--- config.mk ---
export PLATFORM = sky130hd
export DESIGN_NAME = ram_np
export DESIGN_NICKNAME = d
export VERILOG_FILES = /design/src/rtl/hack_pkg.sv /design/src/rtl/dmux_np.sv /design/src/rtl/ram_np.sv
export SDC_FILE = /design/constraint.sdc
export NUM_CORES = 1
export LEC_CHECK = 0
export BUFFER_PORTS_ARGS = -buffer_cell sky130_fd_sc_hd__buf_2
export CAP_MARGIN = 20
export CORE_UTILIZATION = 45
export CTS_CLUSTER_SIZE = 12
export DETAILED_ROUTE_END_ITERATION = 8
export HOLD_SLACK_MARGIN = 0.03
export MAX_ROUTING_LAYER = met4
export PLACE_DENSITY = 0.66
export SLEW_MARGIN = 5
export SYNTH_ARGS = -nofsm -noshare
export SYNTH_HDL_FRONTEND = slang
export SYNTH_SLANG_ARGS = --single-unit
--- constraint.sdc ---
create_clock -name i_clk -period 3.15 [get_ports i_clk]
set_clock_uncertainty 0.15 [all_clocks]
set_input_delay 0 -clock i_clk [delete_from_list [all_inputs] [get_ports i_clk]]
set_output_delay 0 -clock i_clk [all_outputs]
set_load 0.05 [all_outputs]
--- src/rtl/hack_pkg.sv ---
// Shared Hack-platform definitions: default word width and the RAM clear FSM states.
package hack_pkg;

    localparam int unsigned HACK_WORD_W = 16;

    typedef enum logic {
        IDLE  = 1'b0,
        CLEAR = 1'b1
    } clr_state_e;

endpackage

--- src/rtl/dmux_np.sv ---
// N-way demultiplexer: routes one load bit (and its data word) to the output
// selected by address; all other outputs are zero.
module dmux_np #(
    parameter int unsigned N = 8,
    parameter int unsigned D = 16
) (
    input  logic                  load,
    input  logic [$clog2(N)-1:0]  address,
    input  logic [D-1:0]          data,
    output logic [N-1:0]          load_vec,
    output logic [N-1:0][D-1:0]   data_vec
);

    localparam int unsigned A = $clog2(N);

    always_comb begin
        load_vec = '0;
        data_vec = '0;
        for (int i = 0; i < N; i++) begin
            load_vec[i] = load && (address == A'(i));
            data_vec[i] = load_vec[i] ? data : '0;
        end
    end

endmodule

--- src/rtl/ram_np.sv ---
// Hack-style N x D RAM with combinational read. Define RAM_CLEAR_EN to add the
// post-reset clear sweep (o_busy high while memory is being zeroed).
module ram_np
    import hack_pkg::*;
#(
    parameter int unsigned N = 8,
    parameter int unsigned D = HACK_WORD_W
) (
    input  logic                  i_clk,
    input  logic                  i_rst,
    input  logic [D-1:0]          i_in,
    input  logic                  i_load,
    input  logic [$clog2(N)-1:0]  i_address,
    output logic [D-1:0]          o_out,
    output logic                  o_busy
);

    localparam int unsigned A = $clog2(N);

    logic                 busy;
    logic                 wr_load;
    logic [A-1:0]         wr_addr;
    logic [D-1:0]         wr_word;
    logic [N-1:0]         word_load;
    logic [N-1:0][D-1:0]  word_in;
    logic [D-1:0]         mem [N];

`ifdef RAM_CLEAR_EN
    localparam logic [A-1:0] LastAddr = A'(N - 1);

    clr_state_e   state_q, state_d;
    logic [A-1:0] ptr_q, ptr_d;

    always_ff @(posedge i_clk or posedge i_rst) begin
        if (i_rst) begin
            state_q <= CLEAR;
            ptr_q   <= '0;
        end else begin
            state_q <= state_d;
            ptr_q   <= ptr_d;
        end
    end

    // Stop on the last word rather than wrapping; ptr then holds in IDLE.
    always_comb begin
        state_d = state_q;
        ptr_d   = ptr_q;
        if (state_q == CLEAR) begin
            if (ptr_q == LastAddr) begin
                state_d = IDLE;
            end else begin
                ptr_d = ptr_q + 1'b1;
            end
        end
    end

    assign busy    = (state_q == CLEAR);
    assign wr_load = busy | i_load;
    assign wr_addr = busy ? ptr_q : i_address;
    assign wr_word = busy ? '0 : i_in;
`else
    // No sweep: writes are held off only while reset is asserted.
    assign busy    = 1'b0;
    assign wr_load = i_load & ~i_rst;
    assign wr_addr = i_address;
    assign wr_word = i_in;
`endif

    dmux_np #(
        .N (N),
        .D (D)
    ) u_dmux (
        .load     (wr_load),
        .address  (wr_addr),
        .data     (wr_word),
        .load_vec (word_load),
        .data_vec (word_in)
    );

    always_ff @(posedge i_clk) begin
        for (int i = 0; i < N; i++) begin
            if (word_load[i]) begin
                mem[i] <= word_in[i];
            end
        end
    end

    assign o_out  = busy ? '0 : mem[i_address];
    assign o_busy = busy;

endmodule

==> results of run 1 <==
-- critical path, stage by stage --
cell and delay [ps]:
dlygate4sd3_1 540, buf_2 140, nand3b_1 180, dlygate4sd3_1 660, nor3_2 140, dlygate4sd3_1 580
-- logic make-up after synthesis --
group | Yosys count
multiplexers | 36
buffers and inverters | 14
flip-flops | 128
other | 1
AO/OA/AOI/OAI | 13
AND/OR/NAND/NOR | 54
-- layout make-up --
| cell class | instances | area share (%) |
|---|---|---|
| clock buffer | 17 | 6.72 |
| clock inverter | 15 | 3.01 |
| inverter | 1 | 0.0610 |
| multi-input combinational | 104 | 16.5 |
| sequential | 128 | 62.4 |
| tap | 140 | 2.84 |
| timing repair buffer | 73 | 8.45 |
-- cells in the mapped netlist --
cell type  count  area, sq um
inv_1          1         3.75
mux2_2        12          135
or3b_1         1         8.76
nor3_1         2         10.0
clkbuf_8       1         13.8
buf_12         2         40.0
nor2b_1        1         6.26
nand3b_1       2         15.0
nand2b_1       3         18.8
mux4_2        21          473
edfxtp_1     128         3840
mux4_1         3         78.8
nand2_1       36          135
buf_2          5         25.0
nor2_1         9         33.8
o22ai_1        8         50.1
buf_4          3         22.5
a211oi_1       5         37.5
conb_1         1         3.75
buf_6          2         22.5
-- final timing paths --
check | startpoint | end | slack (ps) | cells past startpoint
setup / recovery | i_rst | mem[4][14] | 980 | 6
hold / removal | i_address[0] | mem[0][15] | 50 | 3
-- report_power, final --
part           leakage, nW  switching, W  internal, W
clock network        0.277      0.000719      0.00121
registers             1.16    0.00000744      0.00191
logic                0.696      0.000176    0.0000994
-- metal layers --
layer	routed length (microns)	part of all wire, %	track usage [%]	vias up
met2	4610	50	28.4	75
met4	164	1.8	8.22	0
li1	-	-	-	1147
met1	3950	43	21.7	1290
met3	439	4.8	5.23	15
met5	0	0	-	-
-- stage by stage --
stage	setup slack (ps)	area, sq um	utilization [%]	power [W]	instances
after floorplan	746	4980	-	0.00214	246
after global placement	1170	5350	49.6	0.00221	425
after detailed placement	1100	5350	49.6	0.00221	425
after CTS	1060	6160	57.1	0.00416	478
after global routing	948	6160	57.1	0.00424	478
final	982	6160	57.1	0.00412	478
-- timing repair --
action                                 4_1_cts  5_1_grt
setup buffers                                0        0
endpoints found under the hold margin      151        0
hold buffers                                21        0
==> impl_results.md, run 1 <==
* Post-DRT Antenna Nets at 0
* First-pass GRT wire length at 14200 microns
* Slew HR at 48.4%
* Grt ovf at 0
* CTS Root Cell: clkbuf_8
* Leak pwr at 2.13 nW
* Post-synthesis sequential area ratio at 77.2%
* Antenna fix cells at 0
* Crit path kind: primary input to flop
* Die height at 107 microns
* Post-synthesis compound-gate area fraction at 1.76%
* VDD IR max at 384 uV
* CTS H-tree lvls at 4
* Largest register FFs at 128
* Post-synthesis xor/xnor area fraction at 0%
* Max_cap viols at 0
* Most flop-heavy register: mem
* Tightest Pin Transition at 774 ps
* Share of cells above drive strength 1 at 35.2%
* Gr usage total at 18.1%
* Distinct cells, synth at 20
* Core area at 10800 sq um
* Status: completed
* Nets at 347
* CTS tree: yes
* Pwr Density at 670 nW/um^2
* Total wire length at 9170 microns
* Routability cong. at 0.756
* Critical path fanouts, max at 3
* Most frequent cells in the layout: edfxtp_1 (128), buf_2 (37), nand2_1 (36)
* Fin. max-slew vios at 0
* Largest family of logic cells by synthesized area: multiplexers
* Die area at 11500 sq um
* Critical Path RT at 3220 ps
* Pre-Repair DR Iteration Count at 4
* FILL cells at 782
* Syn Inst Count at 246
* IO buf count at 37
* DR iter-0 viols at 143
* Simple-gate area share of the yosys netlist at 4.58%
* CTS sink cnt at 128
* Multi-input logic area at 1020 sq um
* Row Count at 38
* Adder-cell share of the synthesized area at 0%
* Fin Hold WS at 54.1 ps
* Multiplexer share of the synthesized area at 13.8%
* HPWL after detailed placement at 5470 microns
* Drt wl/cell at 19.2 microns
* Vias per inst at 5.29
* Final setup TNS at 0 ps
* Largest regs: mem: 128 flops
* Yosys warning count at 0
* IO Pins at 39
* Initial antenna violation count at 0
* HP Class: primary input to flop
* Synth-to-layout area growth at 23.7%
* Worst setup SP type: primary input
* CP arrival at 2240 ps
* Commonest non-fill, non-tap cell in the layout: edfxtp_1
* Clock buffer count from CTS at 17
* Final Setup Violations at 0
* Crit path time final at 2170 ps
* Crit. End Element: flop
* Resize count post-CTS at 0
* Die W at 107 microns
* Fmax at 0.461 GHz
* Syn_area_per_cell at 20.2 sq um
* Reg clk slew, reported paths at 60 ps
* RSZ-0062 raised after global routing: no
* Reg area at 3840 sq um
* Largest net degree at the start of global routing at 45
* Initial Util at 46.1%
* Tcrit/Tclk final at 68.8%
* Seq cells post-synth at 128
* DRC at 0
* Via count at 2527
* Mapped Area at 4980 sq um
* Final Hold Viols at 0
* Syn Nets at 268
* Vias in the first global route at 2643
* Clock Path Buffers at 2
Note: power is estimated with default switching activity, not from simulation.
==> run 2: changes to the inputs <==
- ABC_AREA: default -> 1
- PLACE_DENSITY: 0.66 -> 0.68
- clock period: 3.15 -> 1.78 ns (I/O delays scaled with it)
==> run 2 against run 1 <==
Wire length rose by 24%; worst setup slack got worse by 920 ps; highest routed layer unchanged; synthesized cell count increased by 110%.
==> impl_results.md, run 2 <==
* Metal1 wirelength at 5000 microns
* Clock Path Buffers at 2
* RSZ-0062 raised after global routing: no
* Yosys warning count at 0
* Crit path largest cell delay at 630 ps
* Largest net degree at the start of global routing at 33
* Antenna fix cells at 0
* Max_cap viols at 0
* Met3 WL at 485 microns
* CTS Root Cell: clkbuf_16
* Worst setup SP type: primary input
* Resize count post-CTS at 0
* Clock buffer count from CTS at 17
* DRC at 0
* Top cell by count, worst path: dlygate4sd3_1
* Final setup TNS at 0 ps
* Die W at 111 microns
* Critical Path RT at 1750 ps
* First-pass GRT wire length at 18400 microns
* Largest area contributor in the netlist: edfxtp_1
* Share of cells above drive strength 1 at 15.5%
* HP Class: primary input to flop
* Routability cong. at 0.775
* Top post-synthesis cells by count: nand2_1 (342), edfxtp_1 (128), buf_2 (12), nor2_1 (9), buf_4 (8)
* Comb pwr share at 7.9%
* Most common cell in the netlist: nand2_1
* Fmax at 0.583 GHz
* Switching Share at 22.0%
* Vias per inst at 4.86
* Most frequent cells in the layout: nand2_1 (342), edfxtp_1 (128), buf_2 (37)
* Async SR Flop Fraction at 0%
* CP startpoint: i_address[1]
* Distinct cells, synth at 10
* Crit. End Element: flop
* Grt ovf at 0
* IO Pins at 39
* Clock share of power at 45.8%
* Total wire length at 11400 microns
* Largest register FFs at 128
* Pwr Density at 1120 nW/um^2
* Vias in the first global route at 3591
* Internal power at 0.00572 W
* Final Setup Violations at 0
* Tcrit/Tclk final at 96.3%
* Final Hold Viols at 0
* Post-synthesis sequential area ratio at 72.3%
* Reg clk slew, reported paths at 50 ps
* Worst path cell trace: buf_2, dlygate4sd3_1, nand2_1, nor2_1, dlygate4sd3_1
* CTS sink cnt at 128
* Yosys top cell area share at 72.3%
* Psw at 0.00161 W
* Mapped Area at 5320 sq um
* Syn Nets at 531
* Initial antenna violation count at 0
* Synth-to-layout area growth at 22.7%
* Crit path kind: primary input to flop
* Number of synthesized flops with an enable pin at 128
* Crit path time final at 1710 ps
* Top FF cell, synth: edfxtp_1
* IO buf count at 37
* WHS Path Cells at 4
* Highest routed layer: met4
* Critical path fanouts, max at 4
* Status: completed
* Die height at 111 microns
* Most area-consuming cells after synthesis: edfxtp_1 (72%), nand2_1 (24%), buf_2 (1.1%), buf_4 (1.1%), nor2_1 (0.64%)
* VDD IR max at 705 uV
* Post-DRT Antenna Nets at 0
* Largest regs: mem: 128 flops
* Metal2 WL at 5680 microns
* Core area at 11500 sq um
* Fin. max-slew vios at 0
* Leak pwr at 2.84 nW
* Syn_area_per_cell at 10.4 sq um
* Sequential Power Share at 46.3%
* Syn Inst Count at 509
* Row Count at 39
* Seq cells post-synth at 128
* Slowest stage cell, crit path: dlygate4sd3_1
* Total power at 0.00733 W
* Min-Delay Endpoint: mem[6][13]
* Commonest non-fill, non-tap cell in the layout: nand2_1
* Via count at 3608
* Die area at 12300 sq um
* Drt wl/cell at 15.3 microns
* DR iter-0 viols at 189
* Pre-Repair DR Iteration Count at 4
* Gr usage total at 20.9%
* CTS H-tree lvls at 4
* CTS tree: yes
* Initial Util at 46.4%
* Nets at 608
* CP arrival at 1680 ps
* Hold Crit Start: i_address[0]
* HPWL after detailed placement at 6790 microns
* Most flop-heavy register: mem
==> run 2: cell types whose count changed in the layout (fill, tap and decap cells not counted), moves of 5 or more <==
| cell | previous run | this run |
|---|---|---|
| nand2_1 | 36 | 342 |
| o22ai_1 | 8 | 0 |
| buf_4 | 14 | 26 |
| mux4_2 | 21 | 0 |
| mux2_2 | 12 | 0 |
| a211oi_1 | 5 | 0 |
==> run 2: kinds of logic after synthesis <==
group	count (synthesis)	synth area share (%)
buf+inv	29	2.89
other cells	1	0.0705
flops	128	72.3
simple gates	351	24.8
==> run 2: worst max path at each step <==
stage | endpoint | slack (ps) | cells after the start
after global routing | mem[7][13] | 20 | 5
after detailed placement | mem[7][8] | 300 | 5
after global placement | mem[2][11] | 330 | 6
after floorplan | mem[0][0] | -10 | 5
final | mem[7][14] | 70 | 5
after CTS | mem[7][13] | 130 | 5
==> run 2: area by class of cell <==
type	instances	area [sq um]
Tap cell	143	179
Inverter	4	15.0
Sequential cell	128	3840
Fill cell	915	4940
Timing Repair Buffer	83	591
Clock inverter	13	145
Clock buffer	19	433
Multi-Input combinational cell	352	1320
==> run 2: per-layer routing <==
layer | GRT usage, % | vias up
met2 | 33.8 | 80
met4 | 8.09 | 0
met1 | 25.4 | 1708
met5 | - | -
met3 | 5.19 | 16
li1 | - | 1804
==> run 2: worst max-delay path, delay by kind of cell <==
kind	cells	cell delay (ps)
buf+inv	3	1340
simple gates	2	350
==> run 2: per-stage QoR <==
| stage | setup slack, ps | hold slack, ps | util (%) | std cells | area (sq um) |
|---|---|---|---|---|---|
| after floorplan | -15.0 | -51.1 | - | 509 | 5320 |
| after global placement | 330 | 121 | 50.2 | 691 | 5760 |
| after detailed placement | 299 | 127 | 50.2 | 691 | 5760 |
| after CTS | 132 | 69.8 | 56.9 | 742 | 6530 |
| after global routing | 18.9 | 106 | 56.9 | 742 | 6530 |
| final | 65.3 | 77.4 | 56.9 | 742 | 6530 |
==> run 2: repair_timing <==
| action | in CTS | in global routing |
|---|---|---|
| hold buffers | 19 | 0 |
| setup buffers | 0 | 0 |
| hold endpoints to repair | 132 | 0 |
==> run 2: power by group through the flow <==
| stage | Combinational (W) | Clock (W) | Sequential (W) |
|---|---|---|---|
| 6_report | 0.000577 | 0.00336 | 0.00339 |
| 4_1_cts | 0.000582 | 0.00339 | 0.00339 |
| 3_3_place_gp | 0.000541 | 0 | 0.00345 |
| 5_1_grt | 0.000637 | 0.00354 | 0.00340 |
| 3_5_place_dp | 0.000549 | 0 | 0.00346 |
| 2_1_floorplan | 0.000369 | 0 | 0.00345 |
